## src/rtl/load_store_unit.sv

```systemverilog
// load_store_unit: memory-access stage behind the decoder. Issues one
// word-aligned access on the 32-bit system bus for each accepted load or store.
// SB/SH are done as read-modify-write. Returns an extended load result with a
// done pulse. Misaligned or illegal requests and bus timeouts complete with error=1.
// All outputs come from flops, so done/error/loadData appear the cycle after
// the DONE state. A new request is accepted from the cycle after that pulse.
module load_store_unit #(
  parameter int unsigned TIMEOUT = 255
) (
  input  logic        clk,
  input  logic        reset,
  input  logic        reqValid,
  input  logic        reqWrite,
  input  logic [2:0]  reqFunct3,
  input  logic [31:0] reqAddress,
  input  logic [31:0] reqData,
  output logic        busy,
  output logic        done,
  output logic        error,
  output logic [31:0] loadData,
  output logic        busRequest,
  output logic        busWriteEnable,
  output logic [31:0] busAddress,
  output logic [31:0] busDataOut,
  input  logic [31:0] busDataIn,
  input  logic        busReady
);

  localparam logic [2:0] S_IDLE   = 3'd0;
  localparam logic [2:0] S_READ   = 3'd1;
  localparam logic [2:0] S_MODIFY = 3'd2;
  localparam logic [2:0] S_WRITE  = 3'd3;
  localparam logic [2:0] S_DONE   = 3'd4;

  localparam int unsigned   CW     = (TIMEOUT < 2) ? 1 : $clog2(TIMEOUT + 1);
  localparam logic [CW-1:0] TO_MAX = CW'(TIMEOUT);

  logic [2:0]    state_q, state_d;
  logic          write_q, write_d;
  logic [2:0]    funct3_q, funct3_d;
  logic [1:0]    lane_q, lane_d;
  logic [31:0]   wdata_q, wdata_d;
  logic [31:0]   rdata_q, rdata_d;
  logic [CW-1:0] cnt_q, cnt_d;
  logic          err_q, err_d;
  logic          done_q, done_d;
  logic          error_q, error_d;
  logic [31:0]   load_data_q, load_data_d;
  logic          bus_req_q, bus_req_d;
  logic          bus_we_q, bus_we_d;
  logic [31:0]   bus_addr_q, bus_addr_d;
  logic [31:0]   bus_dout_q, bus_dout_d;

  logic          req_bad;
  logic [CW-1:0] cnt_inc;
  logic          timed_out;

  // Select the addressed lane of a bus word and extend it to 32 bits.
  function automatic logic [31:0] extend(input logic [2:0] f3, input logic [1:0] lane,
                                         input logic [31:0] word);
    logic [7:0]  b;
    logic [15:0] h;
    case (lane)
      2'd0:    b = word[7:0];
      2'd1:    b = word[15:8];
      2'd2:    b = word[23:16];
      default: b = word[31:24];
    endcase
    h = lane[1] ? word[31:16] : word[15:0];
    case (f3)
      3'b000:  return {{24{b[7]}}, b};
      3'b001:  return {{16{h[15]}}, h};
      3'b100:  return {24'h0, b};
      3'b101:  return {16'h0, h};
      default: return word;
    endcase
  endfunction

  // Overwrite the addressed byte or half of a word with the store data.
  function automatic logic [31:0] merge(input logic [2:0] f3, input logic [1:0] lane,
                                        input logic [31:0] word, input logic [31:0] d);
    logic [31:0] m;
    m = word;
    if (f3[0]) begin
      if (lane[1]) m[31:16] = d[15:0];
      else         m[15:0]  = d[15:0];
    end else begin
      case (lane)
        2'd0:    m[7:0]   = d[7:0];
        2'd1:    m[15:8]  = d[7:0];
        2'd2:    m[23:16] = d[7:0];
        default: m[31:24] = d[7:0];
      endcase
    end
    return m;
  endfunction

  // Legality and alignment check of the incoming request.
  always_comb begin
    if (reqWrite) req_bad = reqFunct3[2] || (reqFunct3[1:0] == 2'b11);
    else          req_bad = (reqFunct3[1:0] == 2'b11) || (reqFunct3 == 3'b110);
    if (reqFunct3[1:0] == 2'b01 && reqAddress[0])          req_bad = 1'b1;
    if (reqFunct3[1:0] == 2'b10 && reqAddress[1:0] != 2'b00) req_bad = 1'b1;
  end

  // Next-state and output computation for the access sequencer.
  always_comb begin
    state_d     = state_q;
    write_d     = write_q;
    funct3_d    = funct3_q;
    lane_d      = lane_q;
    wdata_d     = wdata_q;
    rdata_d     = rdata_q;
    cnt_d       = cnt_q;
    err_d       = err_q;
    done_d      = 1'b0;
    error_d     = error_q;
    load_data_d = load_data_q;
    bus_req_d   = bus_req_q;
    bus_we_d    = bus_we_q;
    bus_addr_d  = bus_addr_q;
    bus_dout_d  = bus_dout_q;
    cnt_inc     = cnt_q + CW'(1);
    timed_out   = (TIMEOUT != 0) && !busReady && (cnt_inc == TO_MAX);

    case (state_q)
      S_IDLE: begin
        // done_q still high means this is the completion cycle; hold off one cycle.
        if (reqValid && !done_q) begin
          write_d  = reqWrite;
          funct3_d = reqFunct3;
          lane_d   = reqAddress[1:0];
          wdata_d  = reqData;
          cnt_d    = '0;
          if (req_bad) begin
            err_d   = 1'b1;
            state_d = S_DONE;
          end else begin
            err_d      = 1'b0;
            bus_req_d  = 1'b1;
            bus_addr_d = {reqAddress[31:2], 2'b00};
            if (reqWrite && reqFunct3 == 3'b010) begin
              bus_we_d   = 1'b1;
              bus_dout_d = reqData;
              state_d    = S_WRITE;
            end else begin
              bus_we_d = 1'b0;
              state_d  = S_READ;
            end
          end
        end
      end
      S_READ: begin
        if (busReady) begin
          rdata_d   = busDataIn;
          bus_req_d = 1'b0;
          state_d   = write_q ? S_MODIFY : S_DONE;
        end else if (timed_out) begin
          bus_req_d = 1'b0;
          err_d     = 1'b1;
          state_d   = S_DONE;
        end else begin
          cnt_d = cnt_inc;
        end
      end
      S_MODIFY: begin
        bus_dout_d = merge(funct3_q, lane_q, rdata_q, wdata_q);
        bus_req_d  = 1'b1;
        bus_we_d   = 1'b1;
        cnt_d      = '0;
        state_d    = S_WRITE;
      end
      S_WRITE: begin
        if (busReady) begin
          bus_req_d = 1'b0;
          bus_we_d  = 1'b0;
          state_d   = S_DONE;
        end else if (timed_out) begin
          bus_req_d = 1'b0;
          bus_we_d  = 1'b0;
          err_d     = 1'b1;
          state_d   = S_DONE;
        end else begin
          cnt_d = cnt_inc;
        end
      end
      S_DONE: begin
        done_d  = 1'b1;
        error_d = err_q;
        if (!write_q && !err_q) load_data_d = extend(funct3_q, lane_q, rdata_q);
        state_d = S_IDLE;
      end
      default: state_d = S_IDLE;
    endcase
  end

  // State and output registers with synchronous reset.
  always_ff @(posedge clk) begin
    if (reset) begin
      state_q     <= S_IDLE;
      write_q     <= 1'b0;
      funct3_q    <= '0;
      lane_q      <= '0;
      wdata_q     <= '0;
      rdata_q     <= '0;
      cnt_q       <= '0;
      err_q       <= 1'b0;
      done_q      <= 1'b0;
      error_q     <= 1'b0;
      load_data_q <= '0;
      bus_req_q   <= 1'b0;
      bus_we_q    <= 1'b0;
      bus_addr_q  <= '0;
      bus_dout_q  <= '0;
    end else begin
      state_q     <= state_d;
      write_q     <= write_d;
      funct3_q    <= funct3_d;
      lane_q      <= lane_d;
      wdata_q     <= wdata_d;
      rdata_q     <= rdata_d;
      cnt_q       <= cnt_d;
      err_q       <= err_d;
      done_q      <= done_d;
      error_q     <= error_d;
      load_data_q <= load_data_d;
      bus_req_q   <= bus_req_d;
      bus_we_q    <= bus_we_d;
      bus_addr_q  <= bus_addr_d;
      bus_dout_q  <= bus_dout_d;
    end
  end

  assign busy           = (state_q != S_IDLE);
  assign done           = done_q;
  assign error          = error_q;
  assign loadData       = load_data_q;
  assign busRequest     = bus_req_q;
  assign busWriteEnable = bus_we_q;
  assign busAddress     = bus_addr_q;
  assign busDataOut     = bus_dout_q;

endmodule

```

## config.mk

```make
export PLATFORM = sky130hd
export DESIGN_NAME = load_store_unit
export DESIGN_NICKNAME = d
export VERILOG_FILES = /design/src/rtl/load_store_unit.sv
export SDC_FILE = /design/constraint.sdc
export NUM_CORES = 1
export LEC_CHECK = 0
export BUFFER_PORTS_ARGS = -buffer_cell sky130_fd_sc_hd__buf_2
export CAP_MARGIN = 20
export CORE_MARGIN = 3
export CORE_UTILIZATION = 53
export DETAILED_ROUTE_END_ITERATION = 8
export PLACE_DENSITY = 0.81
export SLEW_MARGIN = 20
export SYNTH_ARGS = -nofsm -noshare
export SYNTH_HDL_FRONTEND = slang
export SYNTH_SLANG_ARGS = --single-unit
```

## constraint.sdc

```tcl
create_clock -name clk -period 2.5 [get_ports clk]
set_clock_uncertainty 0.15 [all_clocks]
set_input_delay 0.375 -clock clk [delete_from_list [all_inputs] [get_ports clk]]
set_output_delay 0.375 -clock clk [all_outputs]
set_load 0.005 [all_outputs]
```

==> impl_metrics.env, run 1 <==
export IMPL_postCtsSetupBuffers=0
export IMPL_ant_nets=0
export IMPL_whs_ns=0.0258
export IMPL_ys_types=68
export IMPL_cts_htree_levels=4
export IMPL_ir_drop_mv=0.541
export IMPL_clock_fmax_ghz=0.447
export IMPL_worstPathArrival_ns=2.44
export IMPL_antenna_cells=0
export IMPL_drive_above_1_share_pct=23.8
export IMPL_synthCells=975
export IMPL_drt_iter0_markers=761
export IMPL_end_kind="flip-flop"
export IMPL_gp_congestion=0.942
export IMPL_rsz0062_at_grt="false"
export IMPL_maxSlewHeadroom_pct=38.6
export IMPL_cts_root_buf="clkbuf_16"
export IMPL_synth_avg_cell_area_sq_um=7.72
export IMPL_grt_pass1_vias=7018
export IMPL_drc=0
export IMPL_grt_pass1_wl_um=36000
export IMPL_insertion_delay_ns=0.43
export IMPL_rows=42
export IMPL_worst_slew_pin_slew_ns=0.913
export IMPL_crit_type="reg -> reg"
export IMPL_die_area_sq_um=15700
export IMPL_fin_crit_ns=2.24
export IMPL_synth_seq_cells=164
export IMPL_tns_ns=0
export IMPL_status="finished, final reports clean"
export IMPL_worstPathMaxFanout=12
export IMPL_synth_edf_count=0
export IMPL_post_cts_resized=0
export IMPL_initial_core_util_pct=55.5
export IMPL_report_final_slew_viol_count=0
export IMPL_clock_path_buffers=2
export IMPL_cp_required_ns=2.70
export IMPL_antenna_found_initial=0
export IMPL_cts_buffers=17
export IMPL_placed_cell_area_sq_um=8610
export IMPL_yosysWarnings=0
export IMPL_grt_ovfl_total=0
export IMPL_timing_final_crit_share_pct=89.6
export IMPL_num_vias=7857
export IMPL_ys_seq_area_share_pct=43.6
export IMPL_dp_final_hpwl_um=15700
export IMPL_dieWidth_um=125
export IMPL_syn_area_sq_um=7520
export IMPL_finalNetCount=1249
export IMPL_area_delta_synth_final_pct=22.8
export IMPL_min_path_type="in -> reg"
export IMPL_power_density_nw_per_um2=689
export IMPL_fin_area_sq_um=9240
export IMPL_start_kind="flip-flop"
export IMPL_slowest_delay_ns=0.76
export IMPL_coreArea_sq_um=13600
export IMPL_cts_sinks=164
export IMPL_die_height_um=125
export IMPL_dr_pass1_iters=6
export IMPL_wl_per_cell_um=17.1
export IMPL_finalHoldViolCount=0
export IMPL_postCtsHoldBufs=0
export IMPL_detail_route_vias_per_cell=5.90
export IMPL_setup_viol=0
export IMPL_port_buffers=202
export IMPL_cts_tree="yes"
export IMPL_cp_cell_sequence="mux4_1 > nand2_1 > o31ai_1 > a221oi_1 > nor3_1"
export IMPL_grt_max_degree=79
export IMPL_gr_usage_all_layers_pct=27.9
export IMPL_io_pins=205
export IMPL_synth_ff_type="dfxtp_1"
export IMPL_postRouteWirelength_um=22700
export IMPL_async_reset_ff_share_pct=0
export IMPL_clk_pin_slew_ns=0.06
export IMPL_slowest_stage="o31ai_1"
export IMPL_leakage_uw=0.00356
export IMPL_max_cap_viol_count=0
## layout make-up
cell class	count	area [sq um]
Fill cell	1160	4320
Multi-Input combinational cell	715	3810
Clock buffer	20	447
Tap cell	176	220
Inverter	14	52.6
Timing Repair Buffer	231	1240
Sequential cell	164	3280
Clock inverter	11	176
## critical path: cells and delay by family (launching register included)
kind | cells | cell delay [ns]
and+or+nand+nor | 2 | 0.31
muxes | 1 | 0.23
DFF | 1 | 0.56
AOI/OAI and AO/OA | 2 | 0.91
## cells in the final DEF (no fill, tap or decap), types with 4 or more instances in the layout
cell type	count
a311o_1	7
nor2b_1	4
nand3_1	26
clkbuf_16	17
buf_4	29
nor4_1	6
buf_2	201
o21ai_0	31
a21oi_1	118
o211ai_1	17
nor3_1	25
nand2b_1	6
a221oi_1	7
o221ai_1	6
o31a_1	6
o22ai_1	22
inv_1	13
bufinv_16	4
mux2i_1	5
clkinvlp_4	4
nand2_1	248
dfxtp_1	164
a211oi_1	49
nor2_1	70
## power breakdown
part | switching [uW] | internal, uW | total [uW]
combinational | 463 | 302 | 764
clock | 1070 | 1700 | 2770
sequential | 95.2 | 2730 | 2820
## Yosys cell counts, drive strengths merged, types with 2 or more instances
cell     count  area, sq um
nand2      248          931
a311oi       3         26.3
nand3       26          130
mux2i        5         50.1
buf         23          159
o22ai       22          138
o31a         6         52.6
a211oi      50          388
nor4         7         58.8
dfxtp      164         3280
a22o         2         17.5
ha           2         25.0
and3         3         18.8
nand2b       6         37.5
nor3        27          151
nand4        3         18.8
a31oi        3         18.8
o21a         2         15.0
a311o        7         70.1
o21ai       31          155
nor2        72          278
o31ai        2         15.0
inv         13         48.8
a21oi      118          591
o211ai      18          140
a41oi        3         26.3
nand4b       2         17.5
clkbuf      60          228
and4         2         20.0
o221ai       6         52.6
and2         2         12.5
nor2b        4         25.0
a221oi       8         87.6
a2bb2oi      2         17.5
a21o         2         15.0
## path summary, 6_finish.rpt
| check | startpoint | end | slack, ns | cells after the start |
|---|---|---|---|---|
| worst max-delay path | lane_q[1]$_SDFFE_PP0P_ | loadData[12]$_SDFFE_PP0P_ | 0.26 | 5 |
| worst min-delay path | reqAddress[18] | busAddress[18]$_SDFFE_PP0P_ | 0.03 | 3 |
| worst max register to register | lane_q[1]$_SDFFE_PP0P_ | loadData[12]$_SDFFE_PP0P_ | 0.26 | 5 |
| worst min register to register | busAddress[18]$_SDFFE_PP0P_ | busAddress[18]$_SDFFE_PP0P_ | 0.30 | 2 |
## kinds of logic after synthesis
| logic type | after synthesis | synth area share, % |
|---|---|---|
| other | 1 | 0.0498 |
| AO/OA/AOI/OAI | 294 | 25.5 |
| AND/OR/NAND/NOR | 410 | 23.5 |
| buffers and inverters | 97 | 5.84 |
| flip-flops | 164 | 43.6 |
| multiplexers | 7 | 1.16 |
| adder cells (fa/ha/maj) | 2 | 0.333 |
## metal layers
layer	global-route usage [%]	vias up	share of wire, %
met5	0	-	0
met4	10.5	0	2.8
met3	6.87	47	10
met2	41.7	400	45
met1	39.3	3632	42
li1	-	3778	-
## state kept, by name (all words and copies together), names as in the netlist
signal and count:
funct3_q 3, err_q 1, error 1, loadData 32, write_q 1, lane_q 2, busAddress 30, done 1
state_q 3, busRequest 1, cnt_q 8, rdata_q 32, busWriteEnable 1, busDataOut 32, wdata_q 16
## stage by stage
stage,power [uW],util [%],setup slack [ns],cells
final,6360,68.1,0.260,1331
after global routing,6610,68.1,0.131,1331
after CTS,6370,68.1,0.314,1331
after detailed placement,3630,63.5,0.231,1300
after global placement,3620,63.5,0.252,1300
after floorplan,3320,-,0.538,976
No activity file was read; power rests on OpenSTA's default activity.
==> run 2, diff against run 1 <==
- BUFFER_PORTS_ARGS: -buffer_cell sky130_fd_sc_hd__buf_2 -> not set
- CORE_UTILIZATION: 53 -> 60
- DONT_BUFFER_PORTS: not set -> 1
- PLACE_DENSITY: 0.81 -> 0.76
==> run 2 against run 1 <==
  * Via count is 0.75% higher
  * Critical path type unchanged
  * Fmax decreased by 9.3%
  * Critical endpoint is now busDataOut[2]$_SDFFE_PP0P_
  * Combinational power decreased by 8.1%
  * Wire length grew 16%
==> impl_metrics.env, run 2 (same netlist as run 1, synthesis figures left out) <==
export IMPL_leakage_uw=0.00324
export IMPL_cts_tree="yes"
export IMPL_fin_crit_ns=2.47
export IMPL_grt_pass1_wl_um=41300
export IMPL_postRouteWirelength_um=26400
export IMPL_num_vias=7916
export IMPL_initial_core_util_pct=62.1
export IMPL_rrSetupSlack_ns=0.03
export IMPL_coreArea_sq_um=12100
export IMPL_place_ws_ns=0.311
export IMPL_dr_pass1_iters=5
export IMPL_postCtsSetupBuffers=0
export IMPL_cp_cell_sequence="and2b_2 > o211ai_2 > a211o_1 > buf_8 > a311o_1 > a21oi_1 > dlygate4sd3_1"
export IMPL_clock_fmax_ghz=0.405
export IMPL_antenna_cells=0
export IMPL_detail_route_vias_per_cell=6.41
export IMPL_rows=40
export IMPL_tns_ns=0
export IMPL_power_uw=6370
export IMPL_crit_path_end="busDataOut[2]$_SDFFE_PP0P_"
export IMPL_seq_area_sq_um=3290
export IMPL_postLayoutCoreUtil_pct=77.8
export IMPL_maxSlewHeadroom_pct=43.2
export IMPL_end_kind="flip-flop"
export IMPL_drt_iter0_markers=739
export IMPL_timing_final_crit_share_pct=98.8
export IMPL_multiInputGateArea_sq_um=3860
export IMPL_grt_ovfl_total=0
export IMPL_drive_above_1_share_pct=8.26
export IMPL_die_area_sq_um=13900
export IMPL_layout_common_cells="nand2_1, dfxtp_1, a21oi_1, dlygate4sd3_1, nor2_1"
export IMPL_worstPathMaxFanout=37
export IMPL_status="finished, final reports clean"
export IMPL_start_kind="flip-flop"
export IMPL_cp_required_ns=2.73
export IMPL_io_pins=205
export IMPL_die_height_um=118
export IMPL_crit_type="reg -> reg"
export IMPL_cts_buffers=17
export IMPL_grt_pass1_vias=7769
export IMPL_report_final_slew_viol_count=0
export IMPL_stdcell_count=1234
export IMPL_dpl_cell_count=1088
export IMPL_max_cap_viol_count=0
export IMPL_slowest_delay_ns=0.57
export IMPL_wl_per_cell_um=21.4
export IMPL_port_buffers=0
export IMPL_setup_slack_ns=0.0306
export IMPL_gr_usage_all_layers_pct=36.8
export IMPL_dieWidth_um=118
export IMPL_insertion_delay_ns=0.44
export IMPL_cts_htree_levels=4
export IMPL_power_density_nw_per_um2=676
export IMPL_dp_final_hpwl_um=15900
export IMPL_finalHoldViolCount=0
export IMPL_grt_max_degree=105
export IMPL_cts_root_buf="clkbuf_16"
export IMPL_ant_nets=0
export IMPL_clk_pin_slew_ns=0.07
export IMPL_ir_drop_mv=0.545
export IMPL_worstPathArrival_ns=2.70
export IMPL_clock_path_buffers=2
export IMPL_gp_congestion=0.939
export IMPL_drc=0
export IMPL_antenna_found_initial=0
export IMPL_area_delta_synth_final_pct=25.2
export IMPL_finalNetCount=1159
export IMPL_rr_endpoint="busDataOut[2]$_SDFFE_PP0P_"
export IMPL_startpoint="done$_SDFF_PP0_"
export IMPL_min_path_type="in -> reg"
export IMPL_worst_slew_pin_slew_ns=0.845
export IMPL_num_fill_cells=834
export IMPL_r2r_start="done$_SDFF_PP0_"
export IMPL_setup_viol=0
export IMPL_slowest_stage="dlygate4sd3_1"
export IMPL_worstRegToRegCells=7
export IMPL_cts_sinks=164
export IMPL_final_common_cell="nand2_1"
## run 2: changes by cell type in the layout (fill, tap and decap cells not counted), sizes merged
| cell | before | now |
|---|---|---|
| buf | 231 | 28 |
| dlygate4sd3 | 0 | 112 |
| inv | 15 | 19 |
| clkbuf | 20 | 18 |
| clkinv | 2 | 4 |
| bufinv | 4 | 3 |
| clkinvlp | 4 | 3 |
## run 2: worst min path at each step
stage | slack [ns] | cells after the start | start | end
after global routing | 0.03 | 2 | reqData[28] | busDataOut[28]$_SDFFE_PP0P_
after global placement | 0.30 | 2 | wdata_q[15]$_SDFFE_PP0P_ | wdata_q[15]$_SDFFE_PP0P_
after detailed placement | 0.31 | 2 | wdata_q[15]$_SDFFE_PP0P_ | wdata_q[15]$_SDFFE_PP0P_
final | 0.02 | 2 | reqData[28] | busDataOut[28]$_SDFFE_PP0P_
after floorplan | 0.29 | 2 | wdata_q[15]$_SDFFE_PP0P_ | wdata_q[15]$_SDFFE_PP0P_
after CTS | 0.005 | 2 | reqData[11] | busDataOut[11]$_SDFFE_PP0P_
## run 2: worst max-delay path: cells and delay by family (launching register included)
family / cells / cell delay, ns
compound gates: 4 / 0.91
simple gates: 1 / 0.24
buf+inv: 2 / 0.75
flops: 1 / 0.33
## run 2: stage by stage
stage / hold WS (ns) / area (sq um)
finish: 0.0218 / 9420
global route: 0.0286 / 9420
CTS: 0.00509 / 9330
detailed placement: 0.305 / 7560
global placement: 0.297 / 7560
floorplan: 0.286 / 7530
## run 2: power by group
group / switching (uW) / leakage [uW] / total (uW) / internal, uW
Sequential: 135 / 0.00133 / 2860 / 2730
Combinational: 416 / 0.00161 / 702 / 285
Clock: 1190 / 0.000305 / 2810 / 1610
## run 2: final cells by class
class                           instances  area share (%)
Timing Repair Buffer                  140            14.7
Tap cell                              168            2.23
Sequential cell                       164            34.9
Inverter                               14           0.598
Multi-Input combinational cell        715            40.9
Timing Repair inverter                  1          0.0531
Clock buffer                           18            4.56
Clock inverter                         14            2.06
## run 2: what timing repair did
item / in CTS / in global routing
resized for setup: 0 / 22
endpoints found under the hold margin: 156 / 0
hold buffers: 113 / 0
endpoints found under the setup margin: 0 / 41
## run 2: metal layers
| metal | global-route usage (%) | wire length, um |
|---|---|---|
| met1 | 43.9 | 9850 |
| met2 | 62.3 | 12900 |
| met3 | 10.6 | 2650 |
| met4 | 14.8 | 961 |
| met5 | 0 | 0 |
==> run 3, diff against run 2 <==
- CAP_MARGIN: 20 -> 0
- PLACE_DENSITY: 0.76 -> 0.73
- RECOVER_POWER: not set -> 25
==> run 3 against run 2 <==
  * Largest power group unchanged
  * Clock power down 5%
  * Sequential share of layout area up 0.093 points
  * Wire length down 5.7%
  * Register-to-register slack better by 0.06 ns
  * Cell count up 0.16%
  * Design area down 0.27%
  * Largest cell class unchanged
  * Critical path type unchanged
  * Hold slack worse by 0.0033 ns
==> impl_metrics.env, run 3 (same netlist as run 1, synthesis figures left out) <==
export IMPL_placed_cell_area_sq_um=7630
export IMPL_cts_htree_levels=4
export IMPL_critical_path_most_common_cell="buf_4"
export IMPL_antenna_found_initial=1
export IMPL_ant_nets=0
export IMPL_num_fill_cells=906
export IMPL_timing_final_crit_share_pct=96.2
export IMPL_clock_fmax_ghz=0.416
export IMPL_fin_area_sq_um=9390
export IMPL_slowest_stage="dfxtp_1"
export IMPL_cts_root_buf="clkbuf_16"
export IMPL_rsz0062_at_grt="true"
export IMPL_grt_pass1_vias=7493
export IMPL_fin_crit_ns=2.41
export IMPL_cp_required_ns=2.72
export IMPL_detail_route_vias_per_cell=6.32
export IMPL_dp_final_hpwl_um=15900
export IMPL_setup_viol=0
export IMPL_combPwrFrac_pct=11.2
export IMPL_crit_buf_inv=3
export IMPL_layout_common_cells="nand2_1, dfxtp_1, a21oi_1, dlygate4sd3_1, nor2_1"
export IMPL_seqPwrFrac_pct=45.8
export IMPL_worst_slew_pin_slew_ns=0.807
export IMPL_finalHoldViolCount=0
export IMPL_p_int_uw=4550
export IMPL_crit_family="buffers and inverters"
export IMPL_crit_type="reg -> reg"
export IMPL_drc=0
export IMPL_power_density_nw_per_um2=663
export IMPL_ir_drop_mv=0.493
export IMPL_maxSlewHeadroom_pct=46.1
export IMPL_postRouteWirelength_um=24900
export IMPL_power_uw=6230
export IMPL_die_height_um=118
export IMPL_p_sw_share_pct=27.0
export IMPL_slowest_delay_ns=0.59
export IMPL_gp_congestion=0.942
export IMPL_seq_area_sq_um=3290
export IMPL_worstPathMaxFanout=32
export IMPL_multiInputGateArea_sq_um=3860
export IMPL_port_buffers=0
export IMPL_grt_ovfl_total=0
export IMPL_antenna_cells=0
export IMPL_dr_pass1_iters=6
export IMPL_finalNetCount=1161
export IMPL_dieWidth_um=118
export IMPL_drive_above_1_share_pct=8.99
export IMPL_clk_pin_slew_ns=0.07
export IMPL_max_cap_viol_count=0
export IMPL_coreArea_sq_um=12100
export IMPL_wl_per_cell_um=20.1
export IMPL_cts_buffers=17
export IMPL_io_pins=205
export IMPL_end_kind="flip-flop"
export IMPL_whs_ns=0.0184
export IMPL_final_common_cell="nand2_1"
export IMPL_drt_iter0_markers=889
export IMPL_initial_core_util_pct=62.1
export IMPL_grt_pass1_wl_um=39400
export IMPL_status="finished, final reports clean"
export IMPL_num_vias=7816
export IMPL_report_final_slew_viol_count=0
export IMPL_p_switching_uw=1680
export IMPL_area_delta_synth_final_pct=24.9
export IMPL_rows=40
export IMPL_power_share_clock_pct=43.0
export IMPL_cp_cell_sequence="nor2b_2 > buf_4 > nand3_1 > buf_4 > nand2_1 > a21oi_1 > dlygate4sd3_1"
export IMPL_gr_usage_all_layers_pct=35.0
export IMPL_worstPathArrival_ns=2.63
export IMPL_start_kind="flip-flop"
export IMPL_min_path_type="in -> reg"
export IMPL_leakage_uw=0.00324
export IMPL_insertion_delay_ns=0.43
export IMPL_cts_sinks=164
export IMPL_grt_max_degree=105
export IMPL_clock_path_buffers=2
export IMPL_cts_tree="yes"
export IMPL_die_area_sq_um=13900
run 3: worst paths after layout:
path,start,endpoint,slack [ns],cells after the start
setup / recovery,state_q[2]$_SDFFE_PP0N_,rdata_q[8]$_SDFFE_PP0P_,0.09,7
hold / removal,reqData[13],busDataOut[13]$_SDFFE_PP0P_,0.02,2
setup reg to reg,state_q[2]$_SDFFE_PP0N_,rdata_q[8]$_SDFFE_PP0P_,0.09,7
hold reg to reg,wdata_q[15]$_SDFFE_PP0P_,wdata_q[15]$_SDFFE_PP0P_,0.33,2
run 3: worst register-to-register path: cells and delay by family (launching register included):
family / cells / cell delay (ns)
compound gates: 1 / 0.17
buf+inv: 3 / 1.10
flops: 1 / 0.59
simple gates: 3 / 0.34
run 3: per-layer routing:
metal | wire (um) | up-vias | track usage (%) | share of wire, %
met5 | 13 | - | 0 | 0.052
met4 | 1050 | 2 | 15.7 | 4.2
met3 | 2820 | 101 | 10.9 | 11
met2 | 11600 | 531 | 55.7 | 47
met1 | 9390 | 3583 | 43.8 | 38
li1 | - | 3599 | - | -
run 3: power by group through the flow:
stage / clock [uW] / sequential, uW / combinational (uW)
global placement: 0 / 2900 / 520
global route: 2820 / 2860 / 763
finish: 2680 / 2850 / 700
CTS: 2690 / 2850 / 671
floorplan: 0 / 2860 / 462
detailed placement: 0 / 2910 / 538
run 3: final cells by class:
class | count | area share (%)
clock buffer | 18 | 4.68
sequential | 164 | 35.0
timing repair buffer | 143 | 14.7
tap | 168 | 2.24
multi-input combinational | 715 | 41.1
inverter | 14 | 0.559
clock inverter | 14 | 1.74
run 3: repair_timing:
item | CTS | global route
endpoints found under the hold margin | 156 | 0
setup endpoints to repair | 0 | 50
gates resized for setup | 0 | 18
buffers inserted | 0 | 2
hold buffers | 107 | 0
run 3: per-stage QoR:
stage / setup slack [ns] / util, % / std cells / setup TNS, ns
finish: 0.0948 / 77.6 / 1236 / 0
global placement: 0.299 / 63.0 / 1095 / 0
floorplan: 0.538 / - / 976 / 0
global route: -0.117 / 77.6 / 1236 / -0.528
detailed placement: 0.226 / 63.0 / 1095 / 0
CTS: 0.0187 / 76.9 / 1234 / 0
